<file path="src/rtl/wbuart_pkg.sv">
`default_nettype none
// +----------------------------------------------------------------------------+
// | Package  : wbuart_pkg                                                      |
// | Purpose  : Shared types and constants for the wbuart receive/transmit path |
// |            (receiver state encoding, frame sizes, parity encodings and a   |
// |            parity check helper).                                           |
// | Ports    : none (package)                                                  |
// | Revision : 1.0 - initial release                                           |
// +----------------------------------------------------------------------------+
package wbuart_pkg;

  // Receiver state encoding; the FSM copies these into fixed-width constants.
  typedef enum logic [2:0] {
    IDLE   = 3'd0,
    START  = 3'd1,
    DATA   = 3'd2,
    PARITY = 3'd3,
    STOP   = 3'd4,
    DONE   = 3'd5
  } rx_state_t;

  localparam int MIN_FRAME_SIZE = 8;   // data field width
  localparam int MAX_FRAME_SIZE = 11;  // data + parity + two stop bits

  localparam logic PARITY_EVEN = 1'b0;
  localparam logic PARITY_ODD  = 1'b1;

  // Returns 1 when XOR(data bits) ^ received parity bit differs from the
  // selected sense (0 for even, 1 for odd).
  function automatic logic parity_error(input logic data_xor,
                                        input logic parity_bit,
                                        input logic odd);
    return (data_xor ^ parity_bit) != odd;
  endfunction

endpackage
`default_nettype wire

</file>
<file path="src/rtl/wbuart_rx_deserializer_if.sv">
`default_nettype none
// +----------------------------------------------------------------------------+
// | Interface : wbuart_rx_deserializer_if                                      |
// | Purpose   : Groups the receiver configuration, serial line and decoded     |
// |             frame signals between the register block and the receiver.     |
// | Signals   : cr_clk_div_i[15:0], cr_ds_i, cr_s_i, cr_p_i[1:0], uart_rx_i    |
// |             (toward receiver); frame_o[FRAME_W-1:0], parity_err_o,         |
// |             frame_err_o, output_valid_o (from receiver).                   |
// | Modports  : master = register block / line driver, slave = receiver        |
// | Revision  : 1.0 - initial release                                          |
// +----------------------------------------------------------------------------+
interface wbuart_rx_deserializer_if #(
  parameter int FRAME_W = 11
);
  logic [15:0]        cr_clk_div_i;
  logic               cr_ds_i;
  logic               cr_s_i;
  logic [1:0]         cr_p_i;
  logic               uart_rx_i;
  logic [FRAME_W-1:0] frame_o;
  logic               parity_err_o;
  logic               frame_err_o;
  logic               output_valid_o;

  modport master (
    output cr_clk_div_i, cr_ds_i, cr_s_i, cr_p_i, uart_rx_i,
    input  frame_o, parity_err_o, frame_err_o, output_valid_o
  );

  modport slave (
    input  cr_clk_div_i, cr_ds_i, cr_s_i, cr_p_i, uart_rx_i,
    output frame_o, parity_err_o, frame_err_o, output_valid_o
  );
endinterface
`default_nettype wire

</file>
<file path="src/rtl/wbuart_baud_counter.sv">
`default_nettype none
// +----------------------------------------------------------------------------+
// | Module   : wbuart_baud_counter                                             |
// | Purpose  : Loadable down-counter producing a one-cycle tick at terminal    |
// |            count; paces bit sampling (and bit emission on the TX side).    |
// | Ports    : clk_i, rst_i      clock / async active-high reset              |
// |            load              load load_value into the counter             |
// |            load_value[15:0]  cycles until the next tick                   |
// |            enable            count while high                             |
// |            tick              high in the cycle the count reaches 1        |
// | Revision : 1.0 - initial release                                           |
// +----------------------------------------------------------------------------+
module wbuart_baud_counter (
  input  wire logic        clk_i,
  input  wire logic        rst_i,
  input  wire logic        load,
  input  wire logic [15:0] load_value,
  input  wire logic        enable,
  output logic             tick
);

  logic [15:0] count;

  // A load of N makes tick fire in the N-th cycle after the load edge.
  always_ff @(posedge clk_i or posedge rst_i) begin
    if (rst_i) begin
      count <= '0;
    end else if (load) begin
      count <= load_value;
    end else if (enable && (count != 16'd0)) begin
      count <= count - 16'd1;
    end
  end

  assign tick = enable && (count == 16'd1);

endmodule
`default_nettype wire

</file>
<file path="src/rtl/wbuart_rx_deserializer.sv">
`default_nettype none
// +----------------------------------------------------------------------------+
// | Module   : wbuart_rx_deserializer                                          |
// | Purpose  : UART receive path: synchronises the serial line, detects start  |
// |            edges, samples each bit at mid-bit, assembles and checks a      |
// |            frame (7/8 data, optional parity, 1/2 stop) and pulses it out.  |
// | Ports    : clk_i   system clock                                            |
// |            rst_i   asynchronous active-high reset                          |
// |            bus     slave side of wbuart_rx_deserializer_if (config in,     |
// |                    uart_rx_i in, frame/error/valid out)                    |
// | Revision : 1.0 - initial release                                           |
// +----------------------------------------------------------------------------+
module wbuart_rx_deserializer #(
  parameter int MAX_FRAME_SIZE = 11,
  parameter int SYNC_STAGES    = 2
) (
  input  wire logic               clk_i,
  input  wire logic               rst_i,
  wbuart_rx_deserializer_if.slave bus
);
  import wbuart_pkg::*;

  localparam logic [2:0] ST_IDLE   = IDLE;
  localparam logic [2:0] ST_START  = START;
  localparam logic [2:0] ST_DATA   = DATA;
  localparam logic [2:0] ST_PARITY = PARITY;
  localparam logic [2:0] ST_STOP   = STOP;
  localparam logic [2:0] ST_DONE   = DONE;

  logic [SYNC_STAGES-1:0]    sync_ff;
  logic                      rx_s;
  logic                      prev_rx;
  logic [2:0]                state;
  logic [2:0]                bit_idx;
  logic                      stop_idx;
  logic                      stop0;
  logic                      ferr_acc;
  logic                      par_acc;
  logic                      par_bit;
  logic [MIN_FRAME_SIZE-1:0] data_sh;
  logic [MAX_FRAME_SIZE-1:0] frame_q;
  logic                      perr_q;
  logic                      ferr_q;

  logic        rx_enabled;
  logic        start_edge;
  logic        load_start;
  logic        sampling;
  logic        tick;
  logic        cnt_load;
  logic [15:0] clk_div_eff;
  logic [15:0] cnt_value;
  logic [2:0]  last_data;
  logic        last_stop;
  logic [10:0] frame_next;
  logic        ferr_next;
  logic        perr_next;

  assign rx_s = sync_ff[SYNC_STAGES-1];

  // A divider of 1 cannot give a mid-bit sample point, so it runs as 2.
  assign rx_enabled  = (bus.cr_clk_div_i != 16'd0);
  assign clk_div_eff = (bus.cr_clk_div_i == 16'd1) ? 16'd2 : bus.cr_clk_div_i;

  assign start_edge = prev_rx & ~rx_s;
  assign load_start = (state == ST_IDLE) && start_edge && rx_enabled;
  assign sampling   = rx_enabled &&
                      ((state == ST_START) || (state == ST_DATA) ||
                       (state == ST_PARITY) || (state == ST_STOP));

  // First expiry lands half a bit after the edge; every later one a full bit on.
  assign cnt_load  = load_start || tick;
  assign cnt_value = load_start ? (clk_div_eff >> 1) : clk_div_eff;

  wbuart_baud_counter u_baud (
    .clk_i      (clk_i),
    .rst_i      (rst_i),
    .load       (cnt_load),
    .load_value (cnt_value),
    .enable     (sampling),
    .tick       (tick)
  );

  assign last_data = bus.cr_ds_i ? 3'd6 : 3'd7;
  assign last_stop = ~bus.cr_s_i | stop_idx;

  // Frame as it stands once the final stop bit is sampled. With one stop bit
  // the sample lands in bit 9 and bit 10 reads as an implicit 1.
  always_comb begin
    frame_next = {(bus.cr_s_i ? rx_s : 1'b1),
                  (bus.cr_s_i ? stop0 : rx_s),
                  par_bit,
                  data_sh};
    ferr_next  = ferr_acc | ~rx_s;
    perr_next  = bus.cr_p_i[1] &
                 parity_error(par_acc, par_bit, bus.cr_p_i[0] == PARITY_ODD);
  end

  always_ff @(posedge clk_i or posedge rst_i) begin
    if (rst_i) begin
      sync_ff  <= '1;
      prev_rx  <= 1'b1;
      state    <= ST_IDLE;
      bit_idx  <= '0;
      stop_idx <= 1'b0;
      stop0    <= 1'b1;
      ferr_acc <= 1'b0;
      par_acc  <= 1'b0;
      par_bit  <= 1'b0;
      data_sh  <= '0;
      frame_q  <= '0;
      perr_q   <= 1'b0;
      ferr_q   <= 1'b0;
    end else begin
      sync_ff <= {sync_ff[SYNC_STAGES-2:0], bus.uart_rx_i};
      prev_rx <= rx_s;

      if (!rx_enabled) begin
        state <= ST_IDLE;
      end else begin
        case (state)
          ST_IDLE: begin
            if (start_edge) state <= ST_START;
          end

          ST_START: begin
            if (tick) begin
              if (rx_s) begin
                // Line went back high before mid-start: treat as a glitch.
                state <= ST_IDLE;
              end else begin
                state    <= ST_DATA;
                bit_idx  <= '0;
                stop_idx <= 1'b0;
                stop0    <= 1'b1;
                ferr_acc <= 1'b0;
                par_acc  <= 1'b0;
                par_bit  <= 1'b0;
                data_sh  <= '0;
              end
            end
          end

          ST_DATA: begin
            if (tick) begin
              data_sh[bit_idx] <= rx_s;
              par_acc          <= par_acc ^ rx_s;
              bit_idx          <= bit_idx + 3'd1;
              if (bit_idx == last_data) begin
                state <= bus.cr_p_i[1] ? ST_PARITY : ST_STOP;
              end
            end
          end

          ST_PARITY: begin
            if (tick) begin
              par_bit <= rx_s;
              state   <= ST_STOP;
            end
          end

          ST_STOP: begin
            if (tick) begin
              if (last_stop) begin
                frame_q <= MAX_FRAME_SIZE'(frame_next);
                ferr_q  <= ferr_next;
                perr_q  <= perr_next;
                state   <= ST_DONE;
              end else begin
                stop0    <= rx_s;
                ferr_acc <= ferr_next;
                stop_idx <= 1'b1;
              end
            end
          end

          ST_DONE: begin
            state <= ST_IDLE;
          end

          default: begin
            state <= ST_IDLE;
          end
        endcase
      end
    end
  end

  assign bus.frame_o        = frame_q;
  assign bus.parity_err_o   = perr_q;
  assign bus.frame_err_o    = ferr_q;
  assign bus.output_valid_o = (state == ST_DONE);

endmodule
`default_nettype wire

</file>
<file path="src/flat_wrapper.sv">
// flat-port wrapper written by rule: the top's interface ports become plain ports
module wbuart_rx_deserializer_flat import wbuart_pkg::*;
#(
  parameter int MAX_FRAME_SIZE = 11,
  parameter int SYNC_STAGES    = 2
)
  (clk_i, rst_i, bus_cr_clk_div_i, bus_cr_ds_i, bus_cr_s_i, bus_cr_p_i, bus_uart_rx_i, bus_frame_o, bus_parity_err_o, bus_frame_err_o, bus_output_valid_o);
  wbuart_rx_deserializer_if #(.FRAME_W(11)) bus_i ();
  input  wire logic clk_i;
  input  wire logic rst_i;
  input wire logic [$bits(bus_i.cr_clk_div_i)-1:0] bus_cr_clk_div_i;
  input wire logic [$bits(bus_i.cr_ds_i)-1:0] bus_cr_ds_i;
  input wire logic [$bits(bus_i.cr_s_i)-1:0] bus_cr_s_i;
  input wire logic [$bits(bus_i.cr_p_i)-1:0] bus_cr_p_i;
  input wire logic [$bits(bus_i.uart_rx_i)-1:0] bus_uart_rx_i;
  output wire logic [$bits(bus_i.frame_o)-1:0] bus_frame_o;
  output wire logic [$bits(bus_i.parity_err_o)-1:0] bus_parity_err_o;
  output wire logic [$bits(bus_i.frame_err_o)-1:0] bus_frame_err_o;
  output wire logic [$bits(bus_i.output_valid_o)-1:0] bus_output_valid_o;
  assign bus_i.cr_clk_div_i = bus_cr_clk_div_i;
  assign bus_i.cr_ds_i = bus_cr_ds_i;
  assign bus_i.cr_s_i = bus_cr_s_i;
  assign bus_i.cr_p_i = bus_cr_p_i;
  assign bus_i.uart_rx_i = bus_uart_rx_i;
  assign bus_frame_o = bus_i.frame_o;
  assign bus_parity_err_o = bus_i.parity_err_o;
  assign bus_frame_err_o = bus_i.frame_err_o;
  assign bus_output_valid_o = bus_i.output_valid_o;
  wbuart_rx_deserializer #(.MAX_FRAME_SIZE(MAX_FRAME_SIZE), .SYNC_STAGES(SYNC_STAGES)) u_core (.clk_i(clk_i), .rst_i(rst_i), .bus(bus_i));
endmodule
</file>
<file path="config.mk">
export PLATFORM = sky130hd
export DESIGN_NAME = wbuart_rx_deserializer_flat
export DESIGN_NICKNAME = d
export VERILOG_FILES = /design/src/rtl/wbuart_pkg.sv /design/src/rtl/wbuart_rx_deserializer_if.sv /design/src/rtl/wbuart_baud_counter.sv /design/src/rtl/wbuart_rx_deserializer.sv /design/src/flat_wrapper.sv
export SDC_FILE = /design/constraint.sdc
export NUM_CORES = 1
export LEC_CHECK = 0
export CAP_MARGIN = 20
export CORE_ASPECT_RATIO = 1.4
export CORE_MARGIN = 5
export CORE_UTILIZATION = 49
export DETAILED_ROUTE_END_ITERATION = 8
export PLACE_DENSITY = 0.82
export SLEW_MARGIN = 20
export SYNTH_ARGS = -nofsm -noshare
export SYNTH_HDL_FRONTEND = slang
export SYNTH_SLANG_ARGS = --single-unit
export TNS_END_PERCENT = 30
</file>
<file path="constraint.sdc">
create_clock -name clk_i -period 5.05 [get_ports clk_i]
set_input_delay 0.7575 -clock clk_i [delete_from_list [all_inputs] [get_ports clk_i]]
set_output_delay 0.7575 -clock clk_i [all_outputs]
set_load 0.01 [all_outputs]
</file>
**Word-level counts from Yosys, hierarchy flattened**

Cells that the tools add are included.

- Register bits after elaboration: 51
- Input bits: 23
- Output and inout bits: 14

- Add/subtract/negate cells: 2
- Magnitude comparators: 2
- Equal/unequal tests: 22
- Muxes and demuxes: 46
- Bitwise logic cells: 8
- Reductions and logical operators: 22

Operators with widths:

| cell | count |
|---|---|
| 2-to-1 mux 16 bit | 4 |
| 2-to-1 mux 3 bit | 12 |
| equality test 16 x 1 -> 1 bit (second input constant) | 2 |
| nonzero test 16 bit | 2 |
| 2-to-1 mux 8 bit | 3 |
| != test 3 bit (second input constant) | 7 |
| 2-to-1 mux 1 bit | 16 |
| case mux 8 bit (2 select lines) | 1 |
| subtractor 16 x 1 -> 16 bit (second input constant) | 1 |
| case mux 3 bit (5 select lines) | 1 |
| case mux 1 bit (2 select lines) | 5 |
| AND reduction 5 bit | 2 |
| bitwise mux 8 bit | 1 |
| != test 2 x 1 -> 1 bit (second input constant) | 4 |
| nonzero test 2 bit | 4 |
| AND reduction 7 bit | 1 |
| equality test 3 x 2 -> 1 bit (second input constant) | 2 |
| equality test 3 bit (second input constant) | 2 |
| logical AND 1 bit | 6 |
| case mux 3 bit (2 select lines) | 1 |
| AND reduction 6 bit | 1 |
| logical OR 1 bit | 4 |
| less-than comparator 3 x 4 -> 1 bit (second input constant) | 1 |
| != test 2 bit (second input constant) | 2 |
| 13 further kinds | 17 |

**Longest topological paths before layout**

- Depth in word-level cells: 9
- Gate-level depth with buffers: 9

**Modules after synthesis**

Synthesis repeated with hierarchy kept, for this count alone.

- Cell total of the unflattened synthesis: 319
- Area total of the unflattened synthesis: 3098.0 um2

Modules (own cells, without submodules):

| module | times used | cells an instance | area each (um2) |
|---|---|---|---|
| wbuart_rx_deserializer | 1 | 190 | 2001.9 |
| wbuart_baud_counter | 1 | 129 | 1096.1 |

**Worst setup path before layout**

Ideal clock, no wire load.

- Path kind: register -> register
- Start: register u_core.u_baud.count[2]
- End: register u_core.data_sh[0]
- Library setup time: 0.096 ns
- Arrival: 2.326 ns
- Required time: 4.954 ns
- Slack: 2.628 ns
- Cell stages (with the launch flop): 8
- Buffers on the path: 1
- Cell sequence: dfrtp_1 > or4_1 > buf_2 > nor2_8 > nand3_2 > or4_1 > or4_4 > o31ai_1

- Word-level cells in the longest chain between the ends: 4

Ends and longest elaborated chain:

| item | line | RTL |
|---|---|---|
| start, declared | wbuart_baud_counter.sv:22 | `logic [15:0] count;` |
| start signal, assigned | wbuart_baud_counter.sv:29 | `count <= load_value;` |
| start signal, assigned | wbuart_baud_counter.sv:31 | `count <= count - 16'd1;` |
| equality test 16 x 1 -> 1 bit * | wbuart_baud_counter.sv:35 | `assign tick = enable && (count == 16'd1);` |
| logical AND 1 bit * | wbuart_baud_counter.sv:35 |  |
| != test 2 x 1 -> 1 bit (no source line) | n/a |  |
| AND reduction 5 bit (no source line) * | n/a |  |
| end signal, assigned by index | wbuart_rx_deserializer.sv:146 | `data_sh[bit_idx] <= rx_s;` |
| end, declared | wbuart_rx_deserializer.sv:40 | `logic [MIN_FRAME_SIZE-1:0] data_sh;` |

Every way passes the cells marked *; elsewhere a longest branch is shown, timed or not.
A chain may end at the register's enable or synchronous reset.

**Worst setup path after layout**

- Start: register u_core.state[1]
- End: register u_core.u_baud.count[0]

- Word-level cells in the longest chain between the ends: 8

Ends and longest elaborated chain:

| item | line | RTL |
|---|---|---|
| start, declared | wbuart_rx_deserializer.sv:33 | `logic [2:0] state;` |
| start signal, assigned | wbuart_rx_deserializer.sv:150 | `state <= bus.cr_p_i[1] ? ST_PARITY : ST_STOP;` |
| equality test 3 x 1 -> 1 bit or equality test 3 x 2 -> 1 bit (tied branches) | wbuart_rx_deserializer.sv:68 | `((state == ST_START) \|\| (state == ST_DATA) \|\|` |
| logical OR 1 bit (2 in a row) | wbuart_rx_deserializer.sv:68 |  |
| logical OR 1 bit | wbuart_rx_deserializer.sv:69 | `(state == ST_PARITY) \|\| (state == ST_STOP));` |
| logical AND 1 bit | wbuart_rx_deserializer.sv:67 | `assign sampling = rx_enabled &&` |
| logical AND 1 bit | wbuart_baud_counter.sv:35 |  |
| logical OR 1 bit | wbuart_rx_deserializer.sv:72 | `assign cnt_load = load_start \|\| tick;` |
| 2-to-1 mux 16 bit or nonzero test 2 bit (tied branches) | n/a |  |

Several ways; a longest one is shown, not always the timed one.

==> run metrics <==
status=finished, final reports clean; GR Overflow Total=0; Max Cap Viol=0; I/O pins=37; CP Data Required Time=approximately 5.3 ns; worst hold start=u_core.sync_ff[0]$_DFF_PP1_; kind of critical path=reg2reg; Initial Util=about half; Mapped Area=around 0.003 mm²; routed length per placed instance=16.4 µm; Worst Setup Slack, final=approximately 2 ns; final net count=between 300 and 400; initial antenna violation count=0; Top FF cell, synth=dfrtp_1; type of destination of the critical path=flop; fmax=0.324 GHz; Fin. Hold Viols=0; Tot GR Track Use=19.0%; DIE HEIGHT=between 100 and 150 µm; routability cong.=about 0.9; Switching Share=35.2%; CTS HTree Levels=2; post-route cell area=between 0.003 and 0.004 mm²; Post-synth EDFFs=0; hold endpoint=u_core.sync_ff[1]$_DFF_PP1_; residual DRC count=0; Yosys reg bits=roughly 50; vias per std cell=roughly 6.4; latest clock arrival within the worst-skew pair=just over 0.3 ns; Layout fillers=about 540; layout cells sized above 1=9.95%; post-synthesis sequential area ratio=42.7%; register area=between 0.001 and 0.0015 mm²; Max Slew Vio Count=0; crit path max fanout=17; layout overhead on the synthesized area=16.2%; dpl ws=around 1.8 ns; Worst Tran Pin Value=between 0.9 and 1 ns; r2r startpoint=u_core.state[1]$_DFFE_PP0P_; clock group share of total power=between 20% and 30%; CTS tree=yes; LEAKAGE=1.44 nW; post-CTS repair timing setup buffer count=0; Clock Tree Root=clkbuf_8; hold-fix buffer count after cts=0; # rows=33; Setup Skew=0.00897 ns; Worst-path clk slew=0.10 ns; HPWL Detailed=5260 µm; CTS resizes=0; net count after synthesis=approximately 370; P_sw=~370 µW; Fin Setup TNS=0 ns; Int Power=approximately 690 µW; Layout Utilization=59.0%; Hold Path Cell Cnt=0; 1st-pass router iterations=5; worst r2r dst=u_core.u_baud.count[0]$_DFFE_PP0P_; # setup viols final=0; DIE AREA=between 0.007 and 0.008 mm²; Async SR Flop Fraction=100%; first-pass GRT wire length=about 12000 µm; post-detailed-routing wire length=roughly 7300 µm; Post-DRT Antenna Nets=0; vias in the first global route=approximately 2.7k; port buffer count=36; RSZ-0062 raised after global routing=false; Yosys Warn Count=0; Max VDD drop=~0.00020 V; FF-to-FF setup slack=1.96 ns; post-synthesis instance total=between 300 and 400; Worst slew margin=a little over a third; Die Wd=approximately 76 µm; post-route clock period utilization=about three fifths; Startpoint Class=flop; # placed instances=approximately 430; Mapped Avg Cell Area=just under 9 µm²; drt first-iter violations=around 240; core area=0.00590 mm²; total CTS buffers=5; CP arrival=~3.3 ns; worst hold path type=reg2reg; final non-filler cell total=around 440; clock buffer depth=2; worst reg2reg path depth=6; Logic pwr share=between 20% and 30%; largest net degree at the start of global routing=52; minimum clock period=slightly above 3 ns; Sequential Power Share=a little over half; area occupied by multi-input gates=~0.0016 mm²; # clock sinks=51; PD cells=between 300 and 400 mW/mm²; Ant. Diodes=0; vias=2821; synth unique cells=55; Cell Area, Placed=0.00338 mm²
## flip-flops by register name, summed over array words and instances, names as in the netlist
signal                   cells
u_core.sync_ff               2
u_core.bus.frame_err_o       1
u_core.par_acc               1
u_core.ferr_acc              1
u_core.state                 3
u_core.bus.frame_o          11
u_core.par_bit               1
u_core.stop_idx              1
u_core.stop0                 1
u_core.bus.parity_err_o      1
u_core.prev_rx               1
u_core.u_baud.count         16
u_core.bit_idx               3
u_core.data_sh               8
## stage by stage
| step | power, mW | hold slack, ns |
|---|---|---|
| floorplan | 0.742 | 0.345 |
| global placement | 0.814 | 0.346 |
| detailed placement | 0.826 | 0.348 |
| CTS | 1.07 | 0.360 |
| global route | 1.13 | 0.357 |
| finish | 1.06 | 0.360 |
## Yosys cell counts, types with 3 or more instances
cell type / n / share of area, %
a31oi_1: 20 / 4.2
nor3b_1: 4 / 1.0
dfstp_2: 4 / 3.5
ha_1: 4 / 1.7
a21oi_1: 17 / 2.8
nor2_1: 39 / 4.9
xor2_1: 4 / 1.2
nand2b_1: 5 / 1.0
nand4_1: 5 / 1.0
and2_1: 4 / 0.83
mux2_2: 12 / 4.5
nor4_1: 7 / 1.5
a22oi_1: 4 / 1.0
o31ai_1: 4 / 1.0
a22o_1: 3 / 0.88
o21ai_0: 21 / 3.5
inv_1: 17 / 2.1
nand2_1: 23 / 2.9
o21ai_1: 10 / 1.7
clkbuf_1: 15 / 1.9
nand3_1: 13 / 2.2
dfrtp_1: 47 / 39
or4_1: 4 / 1.0
nor3_1: 19 / 3.2
## placed cells by master, fill, tap and decap left out, types with 2 or more instances in the layout
cell	synthesis	routed
or4_1	4	4
o21a_1	2	2
mux2_2	12	12
or2_2	2	2
o21ai_0	21	21
and2_1	4	4
nor3b_1	4	4
ha_1	4	4
clkdlybuf4s50_1	0	36
o21ai_1	10	10
or3_1	2	2
a211oi_1	2	2
a21oi_1	17	16
nand2b_1	5	5
nor4_1	7	7
dfrtp_1	47	47
o211ai_1	2	2
a22oi_1	4	4
a2bb2oi_1	2	2
nand2_1	23	23
clkinv_2	0	2
dfstp_2	4	4
nor2_1	39	39
or3b_2	2	2
xor2_1	4	4
inv_1	17	16
o31ai_1	4	4
clkinvlp_4	0	2
a31oi_1	20	20
xnor2_1	2	2
a22o_1	3	3
nand3_1	13	13
nor3_1	19	19
nand4_1	5	5
clkbuf_8	0	5
## metal layers
layer	wire length [µm]	track usage (%)	vias to the layer above
met5	0	0	-
li1	-	-	1319
met4	261	10.4	0
met3	540	2.88	24
met1	2830	23.2	1341
met2	3640	32.3	137
## worst max path at each step
stage                                        from                                 end  slack (ns)  cells after the start
2_1_floorplan  u_core.u_baud.count[2]$_DFFE_PP0P_       u_core.data_sh[0]$_DFFE_PP0P_        2.63                      7
3_3_place_gp                  bus_cr_clk_div_i[9]  u_core.u_baud.count[0]$_DFFE_PP0P_        1.86                      7
3_5_place_dp                  bus_cr_clk_div_i[7]  u_core.u_baud.count[7]$_DFFE_PP0P_        1.76                      8
4_1_cts        u_core.u_baud.count[2]$_DFFE_PP0P_   u_core.bus.frame_o[9]$_DFFE_PP0P_        2.01                      5
5_1_grt               u_core.state[2]$_DFFE_PP0P_  u_core.u_baud.count[0]$_DFFE_PP0P_        1.66                      6
6_report              u_core.state[1]$_DFFE_PP0P_  u_core.u_baud.count[0]$_DFFE_PP0P_        1.96                      6
## critical path: stages (launching register included)
cell	delay, ns
dfrtp_1	0.56
or3_1	0.46
nor2_1	0.77
a21oi_1	0.19
nor2_1	0.54
o221ai_1	0.18
mux2_2	0.29
## power groups by stage
stage / Clock [mW] / Sequential (mW) / Combinational, mW
finish: 0.237 / 0.559 / 0.265
global route: 0.259 / 0.571 / 0.297
CTS: 0.245 / 0.557 / 0.264
detailed placement: 0 / 0.563 / 0.263
global placement: 0 / 0.560 / 0.254
floorplan: 0 / 0.538 / 0.204
## cell type report
| type | instances | share of cell area, % |
|---|---|---|
| Sequential cell | 51 | 36.8 |
| Inverter | 17 | 1.87 |
| Clock inverter | 3 | 0.575 |
| Clock buffer | 5 | 1.97 |
| Multi-Input combinational cell | 259 | 45.7 |
| Tap cell | 70 | 2.51 |
| Timing Repair Buffer | 37 | 10.6 |
## cells by family after synthesis
kind of cell / share of synthesized area [%]
AOI/OAI and AO/OA: 20.7
xor gates and xnor gates: 1.75
adders and majority gates: 1.67
buffers and inverters: 4.46
DFF: 42.7
muxes: 4.84
and+or+nand+nor: 23.9
(Power assumes the default switching activity.)
